## src/rtl/quadrature_encoder_gen_if.sv

```systemverilog
// ============================================================================
// Module      : quadrature_encoder_gen_if
// Description : Step-request / quadrature-output bundle for quadrature_encoder_gen.
// Revision    : 1.0 - initial release
// ============================================================================
`timescale 1ns/1ps
`default_nettype none

interface quadrature_encoder_gen_if #(
   parameter int PENDING_W = 8
);
   logic                 step_cw;
   logic                 step_ccw;
   logic                 enable;
   logic                 clear;
   logic                 enc_a;
   logic                 enc_b;
   logic                 enc_z;
   logic                 busy;
   logic [PENDING_W-1:0] pending;
   logic                 overflow;

   modport master (
      output step_cw, step_ccw, enable, clear,
      input  enc_a, enc_b, enc_z, busy, pending, overflow
   );

   modport slave (
      input  step_cw, step_ccw, enable, clear,
      output enc_a, enc_b, enc_z, busy, pending, overflow
   );
endinterface

`default_nettype wire

```

## src/rtl/quadrature_encoder_gen.sv

```systemverilog
// ============================================================================
// Module      : quadrature_encoder_gen
// Description : Step requests -> Gray-code A/B with programmable dwell per phase.
//               Optional index pulse enabled by defining INDEX_PULSE_EN.
// Revision    : 1.0 - initial release
// ============================================================================
`timescale 1ns/1ps
`default_nettype none

module quadrature_encoder_gen #(
   parameter int PHASE_CYCLES   = 1000,
   parameter int PENDING_W      = 8,
   parameter int COUNTS_PER_REV = 24
) (
   input  wire logic               clk,
   input  wire logic               rst,
   quadrature_encoder_gen_if.slave bus
);
   localparam int TIMER_W = $clog2(PHASE_CYCLES + 1);
   localparam int EXT_W   = PENDING_W + 2;
   localparam logic [TIMER_W-1:0]      TIMER_RELOAD = TIMER_W'(PHASE_CYCLES - 1);
   localparam logic signed [EXT_W-1:0] P_ONE        = EXT_W'(1);
   localparam logic signed [EXT_W-1:0] M_ONE        = '1;
   localparam logic signed [EXT_W-1:0] SAT_MAX      = EXT_W'((2 ** (PENDING_W - 1)) - 1);
   localparam logic signed [EXT_W-1:0] SAT_MIN      = -SAT_MAX;

   if (PHASE_CYCLES < 1) begin : g_bad_phase
      $error("PHASE_CYCLES must be >= 1");
   end
   if (COUNTS_PER_REV < 1) begin : g_bad_rev
      $error("COUNTS_PER_REV must be >= 1");
   end

   typedef enum logic [1:0] {
      S_IDLE = 2'd0,
      S_PH1  = 2'd1,
      S_PH2  = 2'd2
   } state_t;

   state_t               state_q,    state_d;
   logic [TIMER_W-1:0]   timer_q,    timer_d;
   logic [PENDING_W-1:0] pending_q,  pending_d;
   logic                 enc_a_q,    enc_a_d;
   logic                 enc_b_q,    enc_b_d;
   logic                 enc_z_q,    enc_z_d;
   logic                 dir_cw_q,   dir_cw_d;
   logic                 busy_q,     busy_d;
   logic                 overflow_q, overflow_d;

   logic                 start_step;
   logic signed [EXT_W-1:0] req_delta;
   logic signed [EXT_W-1:0] deq_delta;
   logic signed [EXT_W-1:0] pend_sum;

`ifdef INDEX_PULSE_EN
   localparam int POS_W = (COUNTS_PER_REV > 1) ? $clog2(COUNTS_PER_REV) : 1;
   localparam logic [POS_W-1:0] POS_LAST = POS_W'(COUNTS_PER_REV - 1);
   logic [POS_W-1:0] position_q, position_d;
`endif

   // Pending counter: request delta and dequeue are folded into one saturating sum.
   always_comb begin
      req_delta  = '0;
      deq_delta  = '0;
      start_step = 1'b0;
      if (bus.step_cw && !bus.step_ccw) begin
         req_delta = P_ONE;
      end else if (bus.step_ccw && !bus.step_cw) begin
         req_delta = M_ONE;
      end
      if ((state_q == S_IDLE) && bus.enable && (pending_q != '0)) begin
         start_step = 1'b1;
         deq_delta  = pending_q[PENDING_W-1] ? P_ONE : M_ONE;
      end
      pend_sum   = {{2{pending_q[PENDING_W-1]}}, pending_q} + req_delta + deq_delta;
      pending_d  = pend_sum[PENDING_W-1:0];
      overflow_d = 1'b0;
      if (bus.clear) begin
         pending_d = '0;
      end else if (pend_sum > SAT_MAX) begin
         pending_d  = SAT_MAX[PENDING_W-1:0];
         overflow_d = 1'b1;
      end else if (pend_sum < SAT_MIN) begin
         pending_d  = SAT_MIN[PENDING_W-1:0];
         overflow_d = 1'b1;
      end
   end

   always_comb begin
      state_d  = state_q;
      timer_d  = timer_q;
      enc_a_d  = enc_a_q;
      enc_b_d  = enc_b_q;
      enc_z_d  = enc_z_q;
      dir_cw_d = dir_cw_q;
`ifdef INDEX_PULSE_EN
      position_d = position_q;
`endif
      case (state_q)
         S_IDLE: begin
            if (start_step) begin
               dir_cw_d = !pending_q[PENDING_W-1];
               if (!pending_q[PENDING_W-1]) begin
                  enc_a_d = !enc_a_q;
               end else begin
                  enc_b_d = !enc_b_q;
               end
               timer_d = TIMER_RELOAD;
               state_d = S_PH1;
            end
         end
         S_PH1: begin
            if (timer_q != '0) begin
               timer_d = timer_q - TIMER_W'(1);
            end else begin
               if (dir_cw_q) begin
                  enc_b_d = !enc_b_q;
               end else begin
                  enc_a_d = !enc_a_q;
               end
               timer_d = TIMER_RELOAD;
               state_d = S_PH2;
`ifdef INDEX_PULSE_EN
               if (dir_cw_q) begin
                  position_d = (position_q == POS_LAST) ? '0 : position_q + POS_W'(1);
               end else begin
                  position_d = (position_q == '0) ? POS_LAST : position_q - POS_W'(1);
               end
               enc_z_d = (position_d == '0);
`endif
            end
         end
         S_PH2: begin
            if (timer_q != '0) begin
               timer_d = timer_q - TIMER_W'(1);
            end else begin
               enc_z_d = 1'b0;
               state_d = S_IDLE;
            end
         end
         default: begin
            state_d = S_IDLE;
            enc_z_d = 1'b0;
         end
      endcase
      busy_d = (state_d != S_IDLE);
   end

   always_ff @(posedge clk) begin
      if (rst) begin
         state_q    <= S_IDLE;
         timer_q    <= '0;
         pending_q  <= '0;
         enc_a_q    <= 1'b0;
         enc_b_q    <= 1'b0;
         enc_z_q    <= 1'b0;
         dir_cw_q   <= 1'b0;
         busy_q     <= 1'b0;
         overflow_q <= 1'b0;
`ifdef INDEX_PULSE_EN
         position_q <= '0;
`endif
      end else begin
         state_q    <= state_d;
         timer_q    <= timer_d;
         pending_q  <= pending_d;
         enc_a_q    <= enc_a_d;
         enc_b_q    <= enc_b_d;
         enc_z_q    <= enc_z_d;
         dir_cw_q   <= dir_cw_d;
         busy_q     <= busy_d;
         overflow_q <= overflow_d;
`ifdef INDEX_PULSE_EN
         position_q <= position_d;
`endif
      end
   end

   assign bus.enc_a    = enc_a_q;
   assign bus.enc_b    = enc_b_q;
`ifdef INDEX_PULSE_EN
   assign bus.enc_z    = enc_z_q;
`else
   assign bus.enc_z    = 1'b0;
`endif
   assign bus.busy     = busy_q;
   assign bus.pending  = pending_q;
   assign bus.overflow = overflow_q;

endmodule

`default_nettype wire
```

## src/flat_wrapper.sv

```systemverilog
// flat-port wrapper written by rule: the top's interface ports become plain ports
module quadrature_encoder_gen_flat 
#(
   parameter int PHASE_CYCLES   = 1000,
   parameter int PENDING_W      = 8,
   parameter int COUNTS_PER_REV = 24
)
  (clk, rst, bus_step_cw, bus_step_ccw, bus_enable, bus_clear, bus_enc_a, bus_enc_b, bus_enc_z, bus_busy, bus_pending, bus_overflow);
  quadrature_encoder_gen_if #(.PENDING_W(PENDING_W)) bus_i ();
  input  wire logic clk;
  input  wire logic rst;
  input wire logic [$bits(bus_i.step_cw)-1:0] bus_step_cw;
  input wire logic [$bits(bus_i.step_ccw)-1:0] bus_step_ccw;
  input wire logic [$bits(bus_i.enable)-1:0] bus_enable;
  input wire logic [$bits(bus_i.clear)-1:0] bus_clear;
  output wire logic [$bits(bus_i.enc_a)-1:0] bus_enc_a;
  output wire logic [$bits(bus_i.enc_b)-1:0] bus_enc_b;
  output wire logic [$bits(bus_i.enc_z)-1:0] bus_enc_z;
  output wire logic [$bits(bus_i.busy)-1:0] bus_busy;
  output wire logic [$bits(bus_i.pending)-1:0] bus_pending;
  output wire logic [$bits(bus_i.overflow)-1:0] bus_overflow;
  assign bus_i.step_cw = bus_step_cw;
  assign bus_i.step_ccw = bus_step_ccw;
  assign bus_i.enable = bus_enable;
  assign bus_i.clear = bus_clear;
  assign bus_enc_a = bus_i.enc_a;
  assign bus_enc_b = bus_i.enc_b;
  assign bus_enc_z = bus_i.enc_z;
  assign bus_busy = bus_i.busy;
  assign bus_pending = bus_i.pending;
  assign bus_overflow = bus_i.overflow;
  quadrature_encoder_gen #(.PHASE_CYCLES(PHASE_CYCLES), .PENDING_W(PENDING_W), .COUNTS_PER_REV(COUNTS_PER_REV)) u_core (.clk(clk), .rst(rst), .bus(bus_i));
endmodule
```

## config.mk

```make
export PLATFORM = sky130hd
export DESIGN_NAME = quadrature_encoder_gen_flat
export DESIGN_NICKNAME = d
export VERILOG_FILES = /design/src/rtl/quadrature_encoder_gen_if.sv /design/src/rtl/quadrature_encoder_gen.sv /design/src/flat_wrapper.sv
export SDC_FILE = /design/constraint.sdc
export NUM_CORES = 1
export LEC_CHECK = 0
export ABC_CLOCK_PERIOD_IN_PS = 6630
export CELL_PAD_IN_SITES_DETAIL_PLACEMENT = 1
export CELL_PAD_IN_SITES_GLOBAL_PLACEMENT = 1
export CORE_UTILIZATION = 46
export DETAILED_ROUTE_END_ITERATION = 16
export GPL_ROUTABILITY_DRIVEN = 0
export HOLD_SLACK_MARGIN = 0.15
export PLACE_DENSITY_LB_ADDON = 0.1
export SYNTH_ARGS = -nofsm -noshare
export SYNTH_HDL_FRONTEND = slang
export SYNTH_SLANG_ARGS = --single-unit
export TNS_END_PERCENT = 10
```

## constraint.sdc

```tcl
create_clock -name clk -period 6.63 [get_ports clk]
set_clock_uncertainty 0.05 [all_clocks]
set_input_delay 1.326 -clock clk [delete_from_list [all_inputs] [get_ports clk]]
set_output_delay 1.326 -clock clk [all_outputs]
set_load 0.05 [all_outputs]
```

==> results of run 1 <==
worst reg2reg max path, stage by stage, from the launching register on:
cell and delay, ps:
dfxtp_1 360, inv_1 90, ha_1 270, nand2_1 80
a21oi_1 330, and2_1 360, inv_1 210, fa_1 560
inv_1 80, fa_1 470, xor2_1 180, or4_1 440
o41a_1 430, a21oi_1 310, nor3_1 130
stage by stage:
step	instance area (sq um)	hold slack [ps]	instances
finish	2120	446.4	291
CTS	2120	451.7	291
detailed placement	2073	439.8	287
floorplan	1889	398.8	231
global route	2120	472.1	291
global placement	2073	409.9	287
cell families after synthesis:
kind of cell / Yosys count
DFF: 25
and+or+nand+nor: 68
AOI/OAI and AO/OA: 76
buffers and inverters: 29
adders and majority gates: 23
xor gates and xnor gates: 9
other: 1
layer usage:
metal	track usage, %	up-vias	routed length, um
met5	0	-	0
met4	6.649	0	86
met3	3.793	12	227
met2	45.92	52	2501
met1	35.13	844	2314
li1	-	832	-
layout by cell type (no fill, tap or decap), types with 3 or more instances in the layout:
master           instances
a211oi_1                 5
a21o_1                   4
a21oi_1                 26
clkbuf_8                 3
clkdlybuf4s50_1         17
dfxtp_1                 25
fa_1                     8
ha_1                    15
inv_1                   20
nand2_1                 16
nand2b_1                 4
nor2_1                  22
nor3_1                   7
o21ai_0                 13
o21ai_1                  6
o22ai_1                  3
o31ai_1                  3
or4_1                    3
xnor2_1                  6
xor2_1                   3
registers in the layout, indices dropped and copies added, names as in the netlist:
register,count
u_core.bus.busy,1
u_core.bus.enc_a,1
u_core.bus.enc_b,1
u_core.bus.overflow,1
u_core.bus.pending,8
u_core.dir_cw_q,1
u_core.state_q,2
u_core.timer_q,10
layout make-up:
class	count	area (sq um)
fillers	485	1679
multi-input cells	177	1267
flip-flops and latches	25	500.5
repair buffers	17	170.2
inverters	20	75.07
well taps	48	60.06
clock buffers	3	41.29
clock inverters	1	5.005
worst paths after layout:
| check | slack [ps] | to | cells after the start |
|---|---|---|---|
| max reg2reg | 2160 | u_core.bus.pending[3]$_SDFF_PP0_ | 14 |
| min reg2reg | 450 | u_core.timer_q[8]$_SDFFE_PP0P_ | 2 |
| max | 1320 | u_core.bus.pending[3]$_SDFF_PP0_ | 13 |
| min | 450 | u_core.timer_q[8]$_SDFFE_PP0P_ | 2 |
==> flow_summary.toml, run 1 <==
[worst_setup_path]
worstSetupStartpointType = "input port"
path_delay_family = "compound AO/OA/AOI/OAI gates"
cp-end-kind = "register"
cp_num_buf_inv = 3
max_stage_delay_ps = 550
critPathMaxFanout = 5
cp_slowest_cell = "fa_1"
crit_type = "input port to register"
path_cells = "clkdlybuf4s50_1, nand2_1, a21oi_1, and2_1, inv_1, fa_1, inv_1, fa_1, xor2_1, or4_1, o41a_1, a21oi_1, nor3_1"
r2r-start = "u_core.state_q[1]$_SDFF_PP0_"
startpoint = "bus_enable"
worstPathRequired_ps = 6730
cp.arrival_ps = 5410

[floorplanning]
ioPinCount = 19
start_util_pct = 49.74
coreArea_sq_mm = 0.003799
dieArea_sq_mm = 0.004367
row_count = 22
die_h_um = 66.09
die_x_um = 66.09

[sta]
hold_violations = 0
max_slew_margin_pct = 31.80
worst_slew_pin_slew_ps = 1017
drv_slew = 0
timing.final.crit_share_pct = 80.07
rsz0062_at_grt = "no"
worst_slack_ps = 1321
max_freq_mhz = 188.4
setup-tns-final_ps = 0
setup_viol = 0
layout_min_cycle_time_ps = 5309

[placed_design]
numPortBuffers = 17
place_worst_setup_slack_ps = 1042
dp_hpwl_um = 4093

[cts]
post-cts-setup-buffers = 0
clockRootBuffer = "clkbuf_8"
clk_latency_ps = 270
cts.sinks = 25
cts_buffer_depth = 2
ctsResizeCount = 0
cts-htree-levels = 1
clkSlewWorstSetupHoldPaths_ps = 90
hold_buffers = 0
cts_inserted_buffers = 3
cts_tree = "built"

[global_routing]
grt_pass1_vias = 1845
overflow = 0
antenna_found_initial = 0
grt_start_max_net_pins = 17
grt_use_total_pct = 26.81
grt_pass1_wl_um = 8866

[routing]
vias = 1740
drc = 0
drtAntennaViolNets = 0
drt_iter0_markers = 80
wirelength_um = 5130
dr.pass1.iters = 4
detail_route.wl_per_cell_um = 17.63
routed_via_density = 5.979

[worst_hold_path]
min-delay-start = "u_core.timer_q[8]$_SDFFE_PP0P_"
hold_path_class = "register to register"

[yosys]
synthTopCellsByCount = "a21oi_1, dfxtp_1, nor2_1"
muxShareOfSynthArea_pct = 0
yosys_warnings = 0
synth-seq-cells = 25
synth_cell_types = 50
yosys-top-cells-area = "dfxtp_1, ha_1, fa_1, a21oi_1, nor2_1"
synth_top_family_by_area = "compound AO/OA/AOI/OAI gates"
synth_fa_ha_area_share_pct = 18.41
synthXorXnorAreaFrac_pct = 4.172
synth.avg_cell_area_sq_um = 8.179
yosysMostFrequentCell = "a21oi_1"
synth_compound_area_share_pct = 26.09
async_flop_share_pct = 0
synth_cells = 231
syn_area_sq_mm = 0.001889
ys_dominant_reg_cell = "dfxtp_1"
synth_simple_gate_area_share_pct = 18.21
synth-seq-area-share_pct = 26.49
synth_edf_count = 0
synth_nets = 260
yosysTopAreaCell = "dfxtp_1"
synth_top_cell_area_share_pct = 26.49

[layout]
area_growth_pct = 12.19
fin_util_pct = 55.80
drive_gt1_share_pct = 4.938
diodes = 0
nets = 273

[status]
outcome = "finished, final reports clean"

[job]
maxCapViolations = 0
Power of run 1 is not shown: default switching activity piles up to over one toggle a cycle in this logic, so the estimate is an artifact.
==> run 2: changes to the inputs <==
--- a/config.mk
+++ b/config.mk
@@ -5,10 +5,10 @@
 export SDC_FILE = /design/constraint.sdc
 export NUM_CORES = 1
 export LEC_CHECK = 0
-export ABC_CLOCK_PERIOD_IN_PS = 6630
+export ABC_CLOCK_PERIOD_IN_PS = 5500
 export CELL_PAD_IN_SITES_DETAIL_PLACEMENT = 1
 export CELL_PAD_IN_SITES_GLOBAL_PLACEMENT = 1
-export CORE_UTILIZATION = 46
+export CORE_UTILIZATION = 43
 export DETAILED_ROUTE_END_ITERATION = 16
 export GPL_ROUTABILITY_DRIVEN = 0
 export HOLD_SLACK_MARGIN = 0.15
==> constraint.sdc (replaced) <==
create_clock -name clk -period 5.5 [get_ports clk]
set_clock_uncertainty 0.05 [all_clocks]
set_input_delay 1.1 -clock clk [delete_from_list [all_inputs] [get_ports clk]]
set_output_delay 1.1 -clock clk [all_outputs]
set_load 0.05 [all_outputs]
==> flow_summary.toml, run 2 (synthesis results as in run 1) <==
[worst_hold_path]
min_path_cells = 2
hold_path_class = "register to register"
min-delay-start = "u_core.timer_q[8]$_SDFFE_PP0P_"
whs_endpoint = "u_core.timer_q[8]$_SDFFE_PP0P_"

[placed_design]
numPortBuffers = 17
dpl_cell_area_sq_mm = 0.002083
dp_hpwl_um = 3695

[floorplanning]
dieArea_sq_mm = 0.004663
ioPinCount = 19
die_h_um = 68.29
row_count = 23
coreArea_sq_mm = 0.004115
die_x_um = 68.29
start_util_pct = 45.91

[worst_setup_path]
cp_num_buf_inv = 3
max_stage_delay_ps = 530
cp.arrival_ps = 4860
crit_type = "input port to register"
critPathMaxFanout = 5
path_cells = "clkdlybuf4s50_1, nand2_1, a21oi_1, and2_1, inv_1, fa_1, inv_1, fa_1, or4_1, o41a_1, a21oi_1, nor3_1"
r2r-start = "u_core.state_q[1]$_SDFF_PP0_"
cp-end-kind = "register"
cp_slowest_cell = "fa_1"
rr_endpoint = "u_core.bus.pending[1]$_SDFF_PP0_"
path_delay_family = "simple AND/OR/NAND/NOR gates"
r2r_cells = 13
worstPathRequired_ps = 5600
worstSetupStartpointType = "input port"
r2r_slack_ps = 1340

[sta]
timing.final.crit_share_pct = 86.49
setup-tns-final_ps = 0
drv_slew = 0
layout_min_cycle_time_ps = 4757
hold_violations = 0
max_slew_margin_pct = 28.26
setup_viol = 0
rsz0062_at_grt = "no"
max_freq_mhz = 210.2
worst_slew_pin_slew_ps = 1070

[layout]
postLayoutCellArea_sq_mm = 0.002130
final_cell_mix = "a21oi_1, dfxtp_1, nor2_1"
largest_reg_flops = 10
nets = 274
diodes = 0
drive_gt1_share_pct = 5.328
area_growth_pct = 12.72
layout_commonest_cell = "a21oi_1"
nFillCells = 515
top_register = "u_core.timer_q"

[routing]
drtAntennaViolNets = 0
wirelength_um = 4610
dr.pass1.iters = 4
drc = 0
detail_route.wl_per_cell_um = 15.68
routed_via_density = 5.585
drt_iter0_markers = 48
vias = 1642

[global_routing]
grt_pass1_vias = 1624
antenna_found_initial = 0
grt_use_total_pct = 22.64
grt_pass1_wl_um = 7803
overflow = 0
grt_start_max_net_pins = 17

[cts]
cts-htree-levels = 1
cts.sinks = 25
clkSlewWorstSetupHoldPaths_ps = 90
clockRootBuffer = "clkbuf_8"
post-cts-setup-buffers = 0
clk_latency_ps = 270
hold_buffers = 0
cts_buffer_depth = 2
cts_tree = "built"
cts_inserted_buffers = 3
ctsResizeCount = 0

[status]
outcome = "finished, final reports clean"

[job]
maxCapViolations = 0
[run 2: changes by cell type in the layout (fill, tap and decap cells not counted), sizes merged]
cell / delta
buf: +1
[run 2: metrics by stage]
stage	cells	utilization [%]	setup slack [ps]	hold WS, ps
2_1_floorplan	231	-	1124	398.8
3_3_place_gp	290	50.62	530.6	419.7
3_5_place_dp	290	50.62	433.7	426.0
4_1_cts	294	51.75	721.2	438.5
5_1_grt	294	51.75	284.9	487.4
6_report	294	51.75	743.2	439.3
[run 2: worst max-delay path by stage]
| stage | from | slack [ps] | endpoint | cells after the start |
|---|---|---|---|---|
| 2_1_floorplan | bus_enable | 1120 | u_core.bus.pending[1]$_SDFF_PP0_ | 11 |
| 3_3_place_gp | bus_enable | 530 | u_core.bus.pending[3]$_SDFF_PP0_ | 12 |
| 3_5_place_dp | bus_enable | 430 | u_core.bus.pending[1]$_SDFF_PP0_ | 12 |
| 4_1_cts | bus_enable | 720 | u_core.bus.pending[1]$_SDFF_PP0_ | 12 |
| 5_1_grt | bus_enable | 280 | u_core.bus.pending[1]$_SDFF_PP0_ | 14 |
| 6_report | bus_enable | 740 | u_core.bus.pending[1]$_SDFF_PP0_ | 12 |
[run 2: routing by layer]
| metal | global-route usage [%] | wire (um) | vias to the layer above |
|---|---|---|---|
| met5 | 0 | 0 | - |
| met4 | 3.906 | 25 | 0 |
| met3 | 4.000 | 126 | 2 |
| met2 | 35.66 | 2066 | 19 |
| met1 | 32.23 | 2392 | 785 |
| li1 | - | - | 836 |
[run 2: final cells by class]
| class | count | area, sq um | share of cell area, % |
|---|---|---|---|
| Clock buffer | 3 | 41.29 | 1.939 |
| Timing Repair Buffer | 18 | 177.7 | 8.343 |
| Tap cell | 50 | 62.56 | 2.938 |
| Inverter | 20 | 75.07 | 3.525 |
| Clock inverter | 1 | 5.005 | 0.2350 |
| Multi-Input combinational cell | 177 | 1267 | 59.52 |
| Sequential cell | 25 | 500.5 | 23.50 |
[run 2: worst min-delay path: stages (launching register included)]
cell	delay, ps
dfxtp_1	310
o21ai_1	70
a21oi_1	60
Power of run 2 is left out for the same reason.
==> run 3: changes to the inputs <==
--- a/config.mk
+++ b/config.mk
@@ -13,6 +13,7 @@
 export GPL_ROUTABILITY_DRIVEN = 0
 export HOLD_SLACK_MARGIN = 0.15
 export PLACE_DENSITY_LB_ADDON = 0.1
+export RECOVER_POWER = 50
 export SYNTH_ARGS = -nofsm -noshare
 export SYNTH_HDL_FRONTEND = slang
 export SYNTH_SLANG_ARGS = --single-unit
==> flow_summary.toml, run 3 (synthesis results as in run 1) <==
[sta]
max_slew_margin_pct = 27.69
timing.final.crit_share_pct = 87.77
drv_slew = 0
max_freq_mhz = 207.1
setup-tns-final_ps = 0
setup_viol = 0
hold_violations = 0
layout_min_cycle_time_ps = 4828
rsz0062_at_grt = "no"
worst_slew_pin_slew_ps = 1078

[floorplanning]
dieArea_sq_mm = 0.004663
start_util_pct = 45.91
row_count = 23
die_x_um = 68.29
die_h_um = 68.29
coreArea_sq_mm = 0.004115
ioPinCount = 19

[worst_setup_path]
cp.arrival_ps = 4930
critPathMaxFanout = 5
r2r-start = "u_core.state_q[1]$_SDFF_PP0_"
worstPathRequired_ps = 5600
worstSetupStartpointType = "input port"
cp-endpoint = "u_core.bus.pending[1]$_SDFF_PP0_"
cp-end-kind = "register"
r2r_cells = 13
crit_type = "input port to register"
rr_endpoint = "u_core.bus.pending[1]$_SDFF_PP0_"
r2r_slack_ps = 1340
startpoint = "bus_enable"

[layout]
layout_commonest_cell = "a21oi_1"
diodes = 0
top_register = "u_core.timer_q"
final_cell_mix = "a21oi_1, dfxtp_1, nor2_1"
multiInputGateArea_sq_mm = 0.001251
largest_reg_flops = 10
seq_area_sq_um = 500.5
drive_gt1_share_pct = 4.508
area_growth_pct = 11.85
nFillCells = 518
nets = 274

[routing]
detail_route.wl_per_cell_um = 15.75
drc = 0
routed_via_density = 5.585
wirelength_um = 4631
drtAntennaViolNets = 0
vias = 1642
drt_iter0_markers = 49
dr.pass1.iters = 4

[cts]
cts_tree = "built"
ctsResizeCount = 0
clkSlewWorstSetupHoldPaths_ps = 90
clockRootBuffer = "clkbuf_8"
cts_buffer_depth = 2
cts-htree-levels = 1
clk_latency_ps = 270
hold_buffers = 0
cts_inserted_buffers = 3
cts.sinks = 25
post-cts-setup-buffers = 0

[global_routing]
grt_pass1_wl_um = 7803
use_met2_pct = 35.66
globalRouteMet3Util_pct = 4.000
overflow = 0
antenna_found_initial = 0
grt_start_max_net_pins = 17
grt_pass1_vias = 1624
grt_use_total_pct = 22.64
grt-busiest-layer = "met2"
met1_usage_pct = 32.23

[worst_hold_path]
min-delay-start = "u_core.timer_q[8]$_SDFFE_PP0P_"
hold_path_class = "register to register"

[job]
maxCapViolations = 0

[status]
outcome = "finished, final reports clean"

[placed_design]
numPortBuffers = 17
dp_hpwl_um = 3695
[run 3: cell count changes in the layout (fill, tap and decap cells not counted)]
cell	before	now
a21boi_0	1	2
a211oi_1	5	6
a211oi_2	2	1
a21boi_1	1	0
clkdlybuf4s50_1	17	6
dlygate4sd3_1	0	11
nor3_1	7	8
nor3_4	1	0
[run 3: layout make-up]
type / count / share of cell area, %
sequential: 25 / 23.68
clock inverter: 1 / 0.2368
tap: 50 / 2.960
timing repair buffer: 18 / 8.407
clock buffer: 3 / 1.954
multi-input combinational: 177 / 59.21
inverter: 20 / 3.552
[run 3: critical path: stages]
cell	delay, ps
dlygate4sd3_1	590
nand2_1	70
a21oi_1	160
and2_1	320
inv_1	210
fa_1	530
inv_1	70
fa_1	490
or4_1	530
o41a_1	430
a21oi_1	310
nor3_1	120
[run 3: through the flow]
step / util (%) / instance area [sq um] / std cells / hold WS (ps) / setup slack [ps]
final: 51.35 / 2113 / 294 / 439.4 / 672.5
after global routing: 51.35 / 2113 / 294 / 487.4 / 212.5
after CTS: 51.75 / 2130 / 294 / 438.5 / 721.2
after detailed placement: 50.62 / 2083 / 290 / 426.0 / 433.7
after global placement: 50.62 / 2083 / 290 / 419.7 / 530.6
after floorplan: - / 1889 / 231 / 398.8 / 1124
[run 3: layer usage]
metal  vias up  part of all wire (%)  wire length, um
met3         2                   2.7              126
met5         -                     0                0
met1       787                    52             2421
met2        19                    44             2057
li1        834                     -                -
met4         0                  0.54               25
[run 3: worst min path at each step]
| stage | end | cells after the start |
|---|---|---|
| 5_1_grt | u_core.timer_q[8]$_SDFFE_PP0P_ | 2 |
| 6_report | u_core.timer_q[8]$_SDFFE_PP0P_ | 2 |
| 3_5_place_dp | u_core.timer_q[8]$_SDFFE_PP0P_ | 2 |
| 4_1_cts | u_core.timer_q[8]$_SDFFE_PP0P_ | 2 |
| 3_3_place_gp | u_core.timer_q[8]$_SDFFE_PP0P_ | 2 |
| 2_1_floorplan | u_core.timer_q[8]$_SDFFE_PP0P_ | 2 |
Power of run 3 is left out for the same reason.
